**config.mk**
```make
export PLATFORM = sky130hd
export DESIGN_NAME = ps2_key_event
export DESIGN_NICKNAME = d
export VERILOG_FILES = /design/src/rtl/ps2_pkg.sv /design/src/rtl/key_event_fifo.sv /design/src/rtl/ps2_key_event.sv
export SDC_FILE = /design/constraint.sdc
export NUM_CORES = 1
export LEC_CHECK = 0
export ABC_AREA = 0
export CORE_MARGIN = 3
export CORE_UTILIZATION = 25
export DETAILED_ROUTE_END_ITERATION = 8
export PLACE_DENSITY = 0.4
export SYNTH_ARGS = -nofsm -noshare
export SYNTH_HDL_FRONTEND = slang
export SYNTH_SLANG_ARGS = --single-unit
```
**constraint.sdc**
```tcl
create_clock -name clk -period 2.05 [get_ports clk]
set_input_delay 0.41 -clock clk [delete_from_list [all_inputs] [get_ports clk]]
set_output_delay 0.41 -clock clk [all_outputs]
set_load 0.02 [all_outputs]
```
**src/rtl/ps2_pkg.sv**
```systemverilog
// Shared definitions for the PS/2 key-event decoder: prefix bytes, the
// bytes that never form an event, and the decoder state encoding.
package ps2_pkg;

    localparam logic [7:0] PS2_E0 = 8'hE0;
    localparam logic [7:0] PS2_F0 = 8'hF0;
    localparam int         EV_W   = 10;

    typedef enum logic [1:0] {
        ST_IDLE    = 2'd0,
        ST_EXT     = 2'd1,
        ST_BRK     = 2'd2,
        ST_EXT_BRK = 2'd3
    } ps2_state_e;

    // Keyboard status/ack bytes: they end any pending prefix but carry no key.
    function automatic logic ps2_is_discard(input logic [7:0] b);
        case (b)
            8'h00, 8'hAA, 8'hE1, 8'hEE, 8'hFA, 8'hFC, 8'hFF: ps2_is_discard = 1'b1;
            default:                                         ps2_is_discard = 1'b0;
        endcase
    endfunction

endpackage

```
**src/rtl/key_event_fifo.sv**
```systemverilog
// Event FIFO: push/full on the write side, valid/ready on the read side.
// A push into a full FIFO is accepted only when a pop happens in the same cycle.
module key_event_fifo #(
    parameter int DEPTH = 4,
    parameter int W     = 10
) (
    input  logic         clk,
    input  logic         rst,
    input  logic         push_i,
    input  logic [W-1:0] push_data_i,
    output logic         full_o,
    output logic         pop_valid_o,
    input  logic         pop_ready_i,
    output logic [W-1:0] pop_data_o
);

    localparam int AW = $clog2(DEPTH);
    localparam logic [AW:0]   FULL_C  = (AW+1)'(DEPTH);
    localparam logic [AW:0]   CNT_ONE = (AW+1)'(1);
    localparam logic [AW-1:0] PTR_ONE = AW'(1);

    logic [W-1:0]  mem_q [DEPTH];
    logic [AW-1:0] wr_ptr_q;
    logic [AW-1:0] rd_ptr_q;
    logic [AW:0]   count_q;
    logic          pop_w;
    logic          push_w;

    assign full_o      = (count_q == FULL_C);
    assign pop_valid_o = (count_q != '0);
    assign pop_w       = pop_valid_o && pop_ready_i;
    assign push_w      = push_i && (!full_o || pop_w);
    // Empty FIFO presents zeros so the head fields are defined out of reset.
    assign pop_data_o  = pop_valid_o ? mem_q[rd_ptr_q] : '0;

    always_ff @(posedge clk) begin
        if (push_w) begin
            mem_q[wr_ptr_q] <= push_data_i;
        end
    end

    always_ff @(posedge clk) begin
        if (rst) begin
            wr_ptr_q <= '0;
            rd_ptr_q <= '0;
            count_q  <= '0;
        end else begin
            if (push_w) begin
                wr_ptr_q <= wr_ptr_q + PTR_ONE;
            end
            if (pop_w) begin
                rd_ptr_q <= rd_ptr_q + PTR_ONE;
            end
            case ({push_w, pop_w})
                2'b10:   count_q <= count_q + CNT_ONE;
                2'b01:   count_q <= count_q - CNT_ONE;
                default: count_q <= count_q;
            endcase
        end
    end

endmodule

```
**src/rtl/ps2_key_event.sv**
```systemverilog
// PS/2 scan-code set 2 decoder: folds E0/F0 prefixes into {code, ext, break}
// events queued in a FIFO. Define PS2_TYPEMATIC_FILTER_EN to drop typematic repeats.
module ps2_key_event
    import ps2_pkg::*;
#(
    parameter int DEPTH = 4
) (
    input  logic        clk,
    input  logic        rst,
    input  logic [15:0] keycode,
    input  logic        kflag,
    output logic        ev_valid,
    input  logic        ev_ready,
    output logic [7:0]  ev_code,
    output logic        ev_ext,
    output logic        ev_break,
    output logic        ovf,
    output logic [1:0]  dbg_state
);

    ps2_state_e      state_q;
    logic            dec_valid_q;
    logic [EV_W-1:0] dec_q;
    logic            ovf_q;
    logic [7:0]      byte_w;
    logic            ext_w;
    logic            brk_w;
    logic            suppress_w;
    logic            fifo_full;
    logic [EV_W-1:0] head_w;
    logic            unused_hist;

    assign byte_w      = keycode[7:0];
    assign unused_hist = ^keycode[15:8];
    assign ext_w       = (state_q == ST_EXT) || (state_q == ST_BRK ? 1'b0 : state_q == ST_EXT_BRK);
    assign brk_w       = (state_q == ST_BRK) || (state_q == ST_EXT_BRK);

`ifdef PS2_TYPEMATIC_FILTER_EN
    logic       held_valid_q;
    logic [8:0] held_q;
    logic       is_data_w;

    assign is_data_w  = (byte_w != PS2_E0) && (byte_w != PS2_F0) && !ps2_is_discard(byte_w);
    assign suppress_w = !brk_w && held_valid_q && (held_q == {ext_w, byte_w});

    always_ff @(posedge clk) begin
        if (rst) begin
            held_valid_q <= 1'b0;
            held_q       <= '0;
        end else if (kflag && is_data_w) begin
            if (!brk_w) begin
                held_valid_q <= 1'b1;
                held_q       <= {ext_w, byte_w};
            end else if (held_valid_q && (held_q == {ext_w, byte_w})) begin
                held_valid_q <= 1'b0;
            end
        end
    end
`else
    assign suppress_w = 1'b0;
`endif

    // Decoder FSM; the decoded event is registered and pushed the next cycle.
    always_ff @(posedge clk) begin
        if (rst) begin
            state_q     <= ST_IDLE;
            dec_valid_q <= 1'b0;
            dec_q       <= '0;
        end else begin
            dec_valid_q <= 1'b0;
            if (kflag) begin
                if (byte_w == PS2_E0) begin
                    state_q <= ST_EXT;
                end else if (byte_w == PS2_F0) begin
                    if (state_q == ST_IDLE) begin
                        state_q <= ST_BRK;
                    end else if (state_q == ST_EXT) begin
                        state_q <= ST_EXT_BRK;
                    end
                end else begin
                    state_q <= ST_IDLE;
                    if (!ps2_is_discard(byte_w) && !suppress_w) begin
                        dec_valid_q <= 1'b1;
                        dec_q       <= {ext_w, brk_w, byte_w};
                    end
                end
            end
        end
    end

    always_ff @(posedge clk) begin
        if (rst) begin
            ovf_q <= 1'b0;
        end else if (dec_valid_q && fifo_full && !(ev_valid && ev_ready)) begin
            ovf_q <= 1'b1;
        end
    end

    key_event_fifo #(
        .DEPTH (DEPTH),
        .W     (EV_W)
    ) u_fifo (
        .clk         (clk),
        .rst         (rst),
        .push_i      (dec_valid_q),
        .push_data_i (dec_q),
        .full_o      (fifo_full),
        .pop_valid_o (ev_valid),
        .pop_ready_i (ev_ready),
        .pop_data_o  (head_w)
    );

    assign ev_ext    = head_w[9];
    assign ev_break  = head_w[8];
    assign ev_code   = head_w[7:0];
    assign ovf       = ovf_q;
    assign dbg_state = state_q;

endmodule

```
## Yosys cells after proc, flatten, opt, wreduce, memory -nomap -nowiden

Memory sizes are Yosys's and may differ from the RTL's. A register that Yosys moved wholly into a read port is not among the register bits.
Cells that the tools add are included.
W data, S select, Z words.

- Add/subtract/negate cells: 4
- Bitwise operators: 4
- Muxes and demuxes: 17
- Reductions and logical operators: 17
- Equal/unequal tests: 15

Operator list:

| kind | number |
|---|---|
| $eq A8 B8 Y1 const B | 8 |
| $mux W2 | 6 |
| $mux W10 | 1 |
| $mux W1 | 9 |
| $logic_not A8 Y1 | 1 |
| $reduce_or A7 Y1 | 1 |
| $eq A2 B2 Y1 const B | 3 |
| $pmux W3 S2 | 1 |
| $add A2 B1 Y2 const B | 2 |
| $eq A2 B1 Y1 const B | 2 |
| $logic_and A1 B1 Y1 | 4 |
| $ne A4 B2 Y1 const B | 1 |
| $not A1 Y1 | 4 |
| $reduce_and A4 Y1 | 1 |
| $reduce_or A4 Y1 | 1 |
| $add A3 B1 Y3 const B | 1 |
| $eq A3 B3 Y1 const B | 1 |
| $logic_or A1 B1 Y1 | 3 |
| $reduce_bool A3 Y1 | 1 |
| $sub A3 B1 Y3 const B | 1 |
| $logic_not A1 Y1 | 2 |
| $logic_not A2 Y1 | 1 |
| $reduce_and A2 Y1 | 1 |
| $reduce_bool A2 Y1 | 1 |

- Word-level logic and storage cells: 65
- Memories kept: 1
- Memory bits (writable): 40
- Input bits: 20
- Register bits: 21
- Output and inout bits: 14

Memory list:

| name | depth | width | read ports | clocked after Yosys merged registers in | wr ports | line | RTL |
|---|---|---|---|---|---|---|---|
| u_fifo.mem_q | 4 | 10 | 1 | 1 | 1 | key_event_fifo.sv:22 | `logic [W-1:0] mem_q [DEPTH];` |

## Depth between registers and ports, before layout

- Depth in word-level cells: 9
- Mapped depth: 10
- Depth with buffers taken out: 9

## By module

From an unflattened synthesis, not the netlist that was laid out.

- Cell total of the unflattened synthesis: 207
- Area total of the unflattened synthesis: 2821.5 um^2

Modules (own cells, without submodules):

| module | instances | seq. area each (um^2) | cells an instance | area each (um^2) |
|---|---|---|---|---|
| key_event_fifo | 1 | 1381.3 | 130 | 2092.0 |
| ps2_key_event | 1 | 280.3 | 77 | 729.4 |

## Least setup slack after synthesis

No wires, ideal clock.

- Path kind: input to register
- From: input port ev_ready
- To: register u_fifo.count_q[2]
- Arrival: 2154 ps
- Slack: -175 ps
- Cell stages on the path: 10
- Buffers on the path: 1
- Required time: 1979 ps
- Library setup time: 71 ps
- Path through: nor4b_1 -> nor2b_1 -> clkbuf_1 -> inv_1 -> ha_1 -> inv_1 -> fa_1 -> xor2_1 -> or3_1 -> a21oi_1

- Longest elaborated chain between the ends: 5
- Elaborated cells between the ends (all ways): 7
- Those cells by class: 2 x eq/ne; 1 x mux; 4 x reduce/logical

Ends and longest elaborated chain:

| what | line | RTL |
|---|---|---|
| start, declared | ps2_key_event.sv:13 | `input logic ev_ready,` |
| $logic_and A1 B1 Y1 (*) | key_event_fifo.sv:31 | `assign pop_w = pop_valid_o && pop_ready_i;` |
| $logic_or A1 B1 Y1 | key_event_fifo.sv:32 | `assign push_w = push_i && (!full_o \|\| pop_w);` |
| $logic_and A1 B1 Y1 | key_event_fifo.sv:32 |  |
| $eq A2 B1 Y1 / $eq A2 B2 Y1 (equally long branches) | key_event_fifo.sv:54 | `case ({push_w, pop_w})` |
| $pmux W3 S2 / $reduce_bool A2 Y1 (equally long branches) | n/a |  |
| end signal, assigned | key_event_fifo.sv:55 | `2'b10: count_q <= count_q + CNT_ONE;` |
| end signal, assigned | key_event_fifo.sv:56 | `2'b01: count_q <= count_q - CNT_ONE;` |
| end signal, assigned | key_event_fifo.sv:57 | `default: count_q <= count_q;` |
| end, declared | key_event_fifo.sv:25 | `logic [AW:0] count_q;` |

Every way passes the cells marked *; elsewhere a longest branch is shown, timed or not.
A chain may end at the register's enable or synchronous reset.

==> metrics.yaml <==
drv_slew: 0
num_vias: 1550
dr.pass1.iters: 3
ios: 34
fillers: 1050
rsz0062_at_grt: "true"
tightestPinTransition_ps: 317
synthTopCellsByArea: "edfxtp_1, dfxtp_1, mux4_2"
htreeDepth: 3
synth_warnings: 0
worstHoldStart: "dec_valid_q$_SDFF_PP0_"
cp-end-kind: "output port"
skew_ps: 7.14
wl_met3_microns: 172
nets: 267
yosys.area.top_type_share: 0.446
p_per_area_nw_per_um2: 1110
dieArea_sq_um: 12000
crit_path_start_kind: "flip-flop"
antenna_found_initial: 0
fmax_ghz: 0.496
cts-buffers-inserted: 9
die_h_microns: 110
timing.critical_path.required_ps: 1640
wl_met1_mm: 2.42
slew_headroom: 0.787
syn_area_sq_um: 2690
drive_gt1_frac: 0.386
synth_common_cells: "edfxtp_1, dfxtp_1, and2_1, or2b_2, mux2i_1"
track_usage: 0.0901
gr-total-overflow: 0
via_per_inst: 4.06
timing.final.ws_setup_ps: 33.6
cts_root_buffer: "clkbuf_8"
p_leak_uw: 0.00131
dp_hpwl_mm: 3.30
status: "finished, final reports clean"
ys.flop_type: "edfxtp_1"
cts.sinks: 63
areaGrowthSynthToFinish_pct: 35.8
synthMostInstantiatedCell: "edfxtp_1"
drc: 0
synthArstFlopShare: 0
synth_edf_count: 40
drt-total-wl_mm: 4.86
grt_pass1_wl_mm: 7.98
period_minus_slack_ps: 2020
dieWidth_microns: 110
drt-initial-drc-count: 62
cts_buffer_depth: 2
setup_viol: 0
criticalPathCategory: "flip-flop to output port"
synth_area_leader_cell: "edfxtp_1"
hold_path.class: "flip-flop to flip-flop"
clk_pin_slew_ps: 70
rows: 37
start_util: 0.258
vdd_drop_max_mv: 0.351
synth-seq-cells: 63
power_uw: 4040
io_buffers: 25
insertion_delay_ps: 330
hold_viol: 0
wl_per_cell_microns: 12.7
cts_hold_buf: 0
period_share: 0.984
place_ws_ps: -445
fin_tns_setup_ps: 0
r2r-start: "u_fifo.count_q[0]$_SDFFE_PP0P_"
met2_length_mm: 2.15
whs_ps: 486
ant_nets: 0
antenna_cells: 0
ys_types: 33
syn_area_per_cell_sq_um: 14.3
grt_max_degree: 24
crit_fanout: 5
highest_layer: "met4"
synthesis.nets: 214
core_sq_um: 10400
synth_cells: 188
cts_tree: "yes"
ys_seq_area_frac: 0.617
grt_pass1_vias: 1501
drv_cap: 0
cp.arrival_ps: 1610
gp_congestion: 0.748
fin_util: 0.351
-- layer usage --
metal	vias up	GRT usage
met1	731	0.122
met5	-	0
met4	0	0.0481
met2	30	0.136
met3	10	0.0182
li1	779	-
-- layout make-up --
cell class / count / area [sq um] / share of cell area
inverter: 7 / 26.3 / 0.00719
sequential: 63 / 1670 / 0.456
clock inverter: 4 / 67.6 / 0.0185
multi-input combinational: 109 / 1020 / 0.278
timing repair buffer: 51 / 552 / 0.151
clock buffer: 12 / 155 / 0.0425
tap: 136 / 170 / 0.0466
-- flip-flops by register name, indices dropped and copies added, names as in the netlist, named ones only --
name             count
u_fifo.rd_ptr_q      2
dbg_state            2
u_fifo.mem_q        40
u_fifo.wr_ptr_q      2
u_fifo.count_q       3
dec_valid_q          1
ovf                  1
dec_q               10
-- path summary, 6_finish.rpt --
check / slack, ps / to / cells past startpoint
hold reg to reg: 490 / ovf$_SDFFE_PP0P_ / 2
hold / removal: 490 / ovf$_SDFFE_PP0P_ / 2
setup / recovery: 30 / ev_code[0] / 4
setup reg to reg: 100 / u_fifo.count_q[2]$_SDFFE_PP0P_ / 9
-- critical path, stage by stage (launching register included) --
cell,delay [ps]
dfxtp_4,370
buf_12,120
mux4_2,510
and2_4,150
buf_6,120
-- cell usage in the layout, fill, tap and decap left out, types with 4 or more instances in the layout --
cell | synthesis | final
a21oi_1 | 8 | 7
and2_1 | 15 | 5
and2_4 | 0 | 10
buf_12 | 0 | 8
buf_4 | 1 | 18
buf_6 | 2 | 10
clkbuf_8 | 0 | 11
clkdlybuf4s50_1 | 0 | 13
dfxtp_1 | 23 | 21
edfxtp_1 | 40 | 40
ha_1 | 5 | 4
inv_1 | 7 | 5
mux2i_1 | 11 | 11
mux4_2 | 10 | 10
nor2_1 | 10 | 10
or2b_2 | 15 | 15
-- power breakdown --
part | switching [uW] | internal (uW) | leakage [uW] | total (uW)
Combinational | 568 | 765 | 0.000641 | 1330
Sequential | 72.9 | 1440 | 0.000557 | 1520
Clock | 445 | 744 | 0.000112 | 1190
-- cells by family (layout without fill, tap and decap cells) --
logic type,Yosys count,count (layout),share of synthesized area
muxes,21,21,0.125
buffers and inverters,16,74,0.0298
DFF,63,63,0.617
and+or+nand+nor,63,63,0.150
xor gates and xnor gates,6,6,0.0195
adders and majority gates,6,6,0.0307
AOI/OAI and AO/OA,13,13,0.0284
-- per-stage QoR --
| stage | instances | instance area [sq um] |
|---|---|---|
| 2_1_floorplan | 188 | 2730 |
| 3_3_place_gp | 365 | 3360 |
| 3_5_place_dp | 365 | 3360 |
| 4_1_cts | 383 | 3650 |
| 5_1_grt | 382 | 3650 |
| 6_report | 382 | 3650 |
-- timing repair --
| action | in CTS | in global routing |
|---|---|---|
| endpoints found under the setup margin | 12 | 12 |
| gates resized for setup | 68 | 14 |
| setup buffers | 1 | 0 |
| pin swaps | 9 | 4 |
| cloned | 1 | 0 |
No activity file was read; power rests on OpenSTA's default activity.
